--- src/rtl/tail_light_scheduler.sv ---
// tail_light_scheduler: tick-enabled turn/hazard/brake sequencer driving two 3-lamp tail-light banks.
// Ports:
//   clk        system clock, all state on posedge
//   rst        synchronous active-low reset
//   left_req   left turn switch (level)
//   right_req  right turn switch (level)
//   hazard_req hazard switch (level)
//   brake_req  brake pedal (level)
//   leftLED    left lamp bank, registered, bit0 innermost
//   rightLED   right lamp bank, registered, bit2 innermost
//   mode       active sequence: 00 idle, 01 left, 10 right, 11 hazard
//   busy       high while mode != 00
//   tick       one-cycle animation step strobe
module tail_light_scheduler #(
  parameter int TICK_DIV = 50_000_000,
  parameter int CNT_W    = 26
) (
  input  logic       clk,
  input  logic       rst,
  input  logic       left_req,
  input  logic       right_req,
  input  logic       hazard_req,
  input  logic       brake_req,
  output logic [2:0] leftLED,
  output logic [2:0] rightLED,
  output logic [1:0] mode,
  output logic       busy,
  output logic       tick
);
  typedef enum logic [1:0] {IDLE = 2'b00, LEFT = 2'b01, RIGHT = 2'b10, HAZ = 2'b11} mode_t;
  localparam logic [CNT_W-1:0] TOP = CNT_W'(TICK_DIV - 1);
  mode_t state, state_n;
  logic [1:0] step, step_n;
  logic [CNT_W-1:0] cnt;
  logic v_h, v_l, v_r, own;
  logic [2:0] lpat, rpat, left_n, right_n;
  assign v_h = hazard_req;
  assign v_l = left_req & ~right_req & ~hazard_req;
  assign v_r = right_req & ~left_req & ~hazard_req;
  assign own = state == LEFT ? v_l : state == RIGHT ? v_r : v_h;
  assign mode = state;
  assign lpat = {step == 2'd3, step[1], step != 2'd0};
  assign rpat = {step != 2'd0, step[1], step == 2'd3};
  assign left_n = (state == LEFT || state == HAZ) ? lpat : {3{brake_req}};
  assign right_n = (state == RIGHT || state == HAZ) ? rpat : {3{brake_req}};
  // step 3 always falls to IDLE, giving the mandatory dark step before re-evaluation
  always_comb begin
    state_n = state;
    step_n = step;
    if (tick) begin
      if (state == IDLE) begin
        state_n = v_h ? HAZ : v_l ? LEFT : v_r ? RIGHT : IDLE;
        step_n = (v_h | v_l | v_r) ? 2'd1 : 2'd0;
      end else if (step != 2'd3 && own) begin
        step_n = step + 2'd1;
      end else begin
        state_n = IDLE;
        step_n = 2'd0;
      end
    end
  end
  // tick is a registered decode of the counter's last value, so the first strobe lands TICK_DIV cycles after reset
  always_ff @(posedge clk) begin
    if (!rst) begin
      cnt <= '0;
      tick <= 1'b0;
      state <= IDLE;
      step <= 2'd0;
      busy <= 1'b0;
      leftLED <= 3'b000;
      rightLED <= 3'b000;
    end else begin
      cnt <= cnt == TOP ? '0 : cnt + CNT_W'(1);
      tick <= cnt == TOP;
      state <= state_n;
      step <= step_n;
      busy <= state_n != IDLE;
      leftLED <= left_n;
      rightLED <= right_n;
    end
  end
endmodule

--- config.mk ---
export PLATFORM = sky130hd
export DESIGN_NAME = tail_light_scheduler
export DESIGN_NICKNAME = d
export VERILOG_FILES = /design/src/rtl/tail_light_scheduler.sv
export SDC_FILE = /design/constraint.sdc
export NUM_CORES = 1
export LEC_CHECK = 0
export ABC_CLOCK_PERIOD_IN_PS = 3250
export BUFFER_PORTS_ARGS = -buffer_cell sky130_fd_sc_hd__buf_4
export CELL_PAD_IN_SITES_DETAIL_PLACEMENT = 1
export CELL_PAD_IN_SITES_GLOBAL_PLACEMENT = 1
export CORE_MARGIN = 2
export CORE_UTILIZATION = 44
export CTS_CLUSTER_DIAMETER = 120
export DETAILED_ROUTE_END_ITERATION = 7
export PLACE_DENSITY = 0.78
export SYNTH_ARGS = -nofsm -noshare
export SYNTH_HDL_FRONTEND = slang
export SYNTH_SLANG_ARGS = --single-unit
--- constraint.sdc ---
create_clock -name clk -period 3.25 [get_ports clk]
set_clock_uncertainty 0.2 [all_clocks]
set_input_delay 0.1625 -clock clk [delete_from_list [all_inputs] [get_ports clk]]
set_output_delay 0.1625 -clock clk [all_outputs]
set_load 0.01 [all_outputs]
## After elaboration in Yosys (flattened, before gate mapping)

Index checks and enable logic that the tools add are counted.

| word-level totals | value |
|---|---|
| flip-flop bits (word level) | 38 |
| input port bits | 6 |
| output and inout bits | 10 |
| word-level logic and storage cells | 45 |

| cells by class | value |
|---|---|
| add/subtract/negate cells | 2 |
| equal/unequal tests | 6 |
| mux-type cells | 13 |
| bitwise logic cells | 10 |
| reductions and logical operators | 7 |

Operator list:

| cell | count |
|---|---|
| adder 26 x 1 -> 26 bit (second input constant) | 1 |
| == test 26 bit (second input constant) | 1 |
| two-way mux 2 bit | 8 |
| == test 2 bit (second input constant) | 3 |
| two-way mux 3 bit | 2 |
| bitwise AND 1 bit | 4 |
| inverter 1 bit | 4 |
| nonzero test 2 bit | 2 |
| two-way mux 1 bit | 3 |
| adder 2 x 1 -> 2 bit (second input constant) | 1 |
| == test 2 x 1 -> 1 bit (second input constant) | 1 |
| zero test 2 bit | 1 |
| logical OR 1 bit | 2 |
| inequality test 2 bit (second input constant) | 1 |
| bitwise OR 1 bit | 2 |
| OR reduction 2 bit | 1 |
| logical AND 1 bit | 1 |

## Logic depth before layout (Yosys ltp)

| logic depth | value |
|---|---|
| word-level depth | 10 |
| mapped depth | 6 |
| gate-level depth less buffers | 5 |

## Worst setup path before layout

Ideal clock, no wire load.

| path | value |
|---|---|
| kind | register -> register |
| from | reg cnt[16] |
| to | reg cnt[25] |
| library setup time | 125 ps |
| arrival time | 1925 ps |
| data required time | 2925 ps |
| slack | 1000 ps |
| cell stages (with the launch flop) | 6 |
| clock period less this slack | 2250 ps |
| cell sequence | dfxtp_1 or4_1 or4_4 o31ai_4 buf_6 a21oi_1 |

| on the way | value |
|---|---|
| longest elaborated chain between the ends | 2 |
| elaborated cells on any way between the ends | 3 |
| those cells by class | add/sub (1); eq/ne (1); reduce/logical (1) |

RTL lines:

| item | RTL line | RTL |
|---|---|---|
| start, declared | 34 | `logic [CNT_W-1:0] cnt;` |
| start signal, assigned | 73 | `cnt <= cnt == TOP ? '0 : cnt + CNT_W'(1);` |
| branches (longest 2 deep; another with adder 26 x 1 -> 26 bit) | -- |  |

Several ways; the timed one is not identified.
A chain may end at the register's enable or synchronous reset.

## Final worst setup path

| path | value |
|---|---|
| from | reg cnt[2] |
| to | reg cnt[25] |

The elaborated chain is that of the path after synthesis.

==> flow_summary.toml <==
[global_routing]
grt_pass1_vias = 1469
grt_pass1_wl_um = 6870
track_usage_pct = 20.3
grt-ovfl-total = 0
antenna_found_initial = 0
grt_max_degree = 27

[floorplan]
io_pins = 16
rows = 23
start_util_pct = 45.1
core-area_um2 = 3940
die_y_um = 67.6
die-width_um = 67.6
fp.dieArea_um2 = 4570

[clock_tree]
cts_tree = "built"
htree_levels = 2
clockBufferDepth = 2
cts_sinks = 38
clk_pin_slew_ns = 0.07
cts_made_buffers = 5
clockRootBuffer = "clkbuf_8"
clock_latency_ns = 0.29
cts_resized = 0

[cells_and_area]
drive_gt1_share_pct = 11.2
multiInputGateArea_um2 = 932
antennaDiodeCount = 0
layout_commonest_cell = "dfxtp_1"
nNetsFinal = 233
register_area_um2 = 761
syn_to_final_growth_pct = 12.4
layout_common_cells = "dfxtp_1 (38), a21oi_1 (20), nor2_1 (17)"
fillers = 475

[critical_path]
cp_max_fo = 14
cp-start-kind = "flip-flop"
cp_common_cell = "or4_1"
slowest_stage = "or4_1"
worstSetupPathType = "flip-flop to flip-flop"
path_cells = "nand3_1 > or4_1 > or4_1 > a21oi_1"
cp.arrival_ns = 2.51
critical_path_required_ns = 3.28
crit_path_end_kind = "flip-flop"
worst_path_largest_cell_delay_ns = 0.82

[sta]
worst_slew_pin_slew_ns = 0.429
hold_violations = 0
hold_ws_ns = 0.00990
finalSetupTns_ns = 0
max_freq_mhz = 402
maxSlewViolCount = 0
finalCritPeriodShare_pct = 76.5
relSlewSlack_pct = 71.2
rsz0062_at_grt = "no"
setup_ws_ns = 0.765
period_needed_ns = 2.49
setup_viol = 0

[power]
p_comb_share_pct = 4.8
p_int_mw = 0.637
peakVddDrop_mv = 0.322
p_clk_share_pct = 36.5
leakagePower_nw = 0.655
switchingPower_mw = 0.176
seq_power_share_pct = 58.7
p_per_area_nw_per_um2 = 407
sw_frac_of_total_pct = 21.7

[synthesis]
synth_seq_cells = 38
syn_area_um2 = 1780
yosysUniqueCellTypes = 34
ys_seq_area_share_pct = 42.8
syn_inst = 209
yosys_warnings = 0
syn_avg_cell_area_um2 = 8.51
synth.net_count = 218

[status]
status = "finished, final reports clean"

[drt]
drt_iter0_markers = 85
antenna_left = 0
drcViolationCount = 0
wl_per_cell_um = 15.1
vias_per_cell = 5.58
vias = 1529
dr.pass1.iters = 4
wl_um = 4140

[flow_run]
max-cap-violations = 0

[placed_design]
pre_cts_slack_ns = 0.777
place.port_buffers = 15
dp_hpwl_um = 3070
place_congestion = 0.838

[worst_hold_path]
hp-class = "primary input to flip-flop"
## what timing repair did
| action | in CTS | in global routing |
|---|---|---|
| buffers inserted | 0 | 0 |
| hold buffers | 1 | 0 |
| endpoints found under the hold margin | 1 | 0 |
## cells in the mapped netlist
cell       count  share of area [%]
or4b_1         1               0.56
o311a_1        1               0.56
a221o_1        1               0.56
and3_1         1               0.35
nor2b_1        4                1.4
nor2_1        17                3.6
a21oi_1       20                5.6
xnor2_1        8                3.9
a211oi_1       2               0.84
and4_1         2               0.98
clkbuf_1       7                1.5
nand4_1        3                1.1
and2_1         1               0.35
inv_1         10                2.1
dfxtp_1       38                 43
buf_6          2                1.3
o31ai_1        4                1.7
or2_2          2               0.70
nand2_1       14                3.0
nand3_1       11                3.1
a31oi_1        3                1.1
o31ai_4        1                1.2
nor4_1         3                1.1
nand2b_1       7                2.5
o211ai_1       2               0.84
nand4b_1       3                1.5
nor3_1         4                1.1
or4_1          7                3.0
o21ai_0       11                3.1
ha_1           3                2.1
xor2_1         4                2.0
or4_4          1               0.63
o2111ai_1      2               0.98
or3_1          9                3.2
## per-layer routing
layer	wire length [µm]	global-route usage, %
met1	1990	26.7
met2	1960	31.6
met3	100	4.00
met4	93	10.2
met5	0	0
## path summary, 6_finish.rpt
kind         slack (ns)  cells after the start     endpoint       from
max                0.76                      4      cnt[25]     cnt[2]
min                0.01                      3  rightLED[1]  brake_req
min reg2reg        0.29                      2      cnt[25]    cnt[25]
max reg2reg        0.76                      4      cnt[25]     cnt[2]
## metrics by stage
| step | instances | power, mW | instance area (µm²) | util [%] |
|---|---|---|---|---|
| 3_5_place_dp | 266 | 0.526 | 1910 | 48.5 |
| 5_1_grt | 274 | 0.846 | 2000 | 50.7 |
| 6_report | 274 | 0.814 | 2000 | 50.7 |
| 3_3_place_gp | 266 | 0.524 | 1910 | 48.5 |
| 2_1_floorplan | 209 | 0.509 | 1780 | - |
| 4_1_cts | 274 | 0.824 | 2000 | 50.7 |
## critical path: cells and delay by family (launching register included)
kind,cells,cell delay (ns)
DFF,1,0.38
and+or+nand+nor,3,1.69
AOI/OAI and AO/OA,1,0.14
## registers in the layout (all words and copies together) (netlist names)
register	cells
cnt	26
mode	2
busy	1
leftLED	3
rightLED	3
step	2
tick	1
## cells by family (layout without fill, tap and decap cells)
kind of cell,Yosys count,in the layout,share of synthesized area [%]
adder cells (fa/ha/maj),3,3,2.11
buffers and inverters,19,34,4.85
AO/OA/AOI/OAI,47,47,16.5
AND/OR/NAND/NOR,90,90,27.9
flip-flops,38,38,42.8
XOR/XNOR,12,12,5.91
## power groups by stage
stage / Sequential, mW / Combinational (mW) / Clock (mW)
after floorplan: 0.489 / 0.0202 / 0
after global placement: 0.487 / 0.0361 / 0
after detailed placement: 0.488 / 0.0384 / 0
after CTS: 0.477 / 0.0394 / 0.307
after global routing: 0.478 / 0.0435 / 0.325
final: 0.477 / 0.0391 / 0.297
## final cells by class
class	count	area share, %
well taps	50	3.13
flip-flops and latches	38	38.0
clock buffers	7	3.82
inverters	10	1.88
repair buffers	17	6.51
multi-input cells	152	46.6
Power figures use the tool's default switching activity.
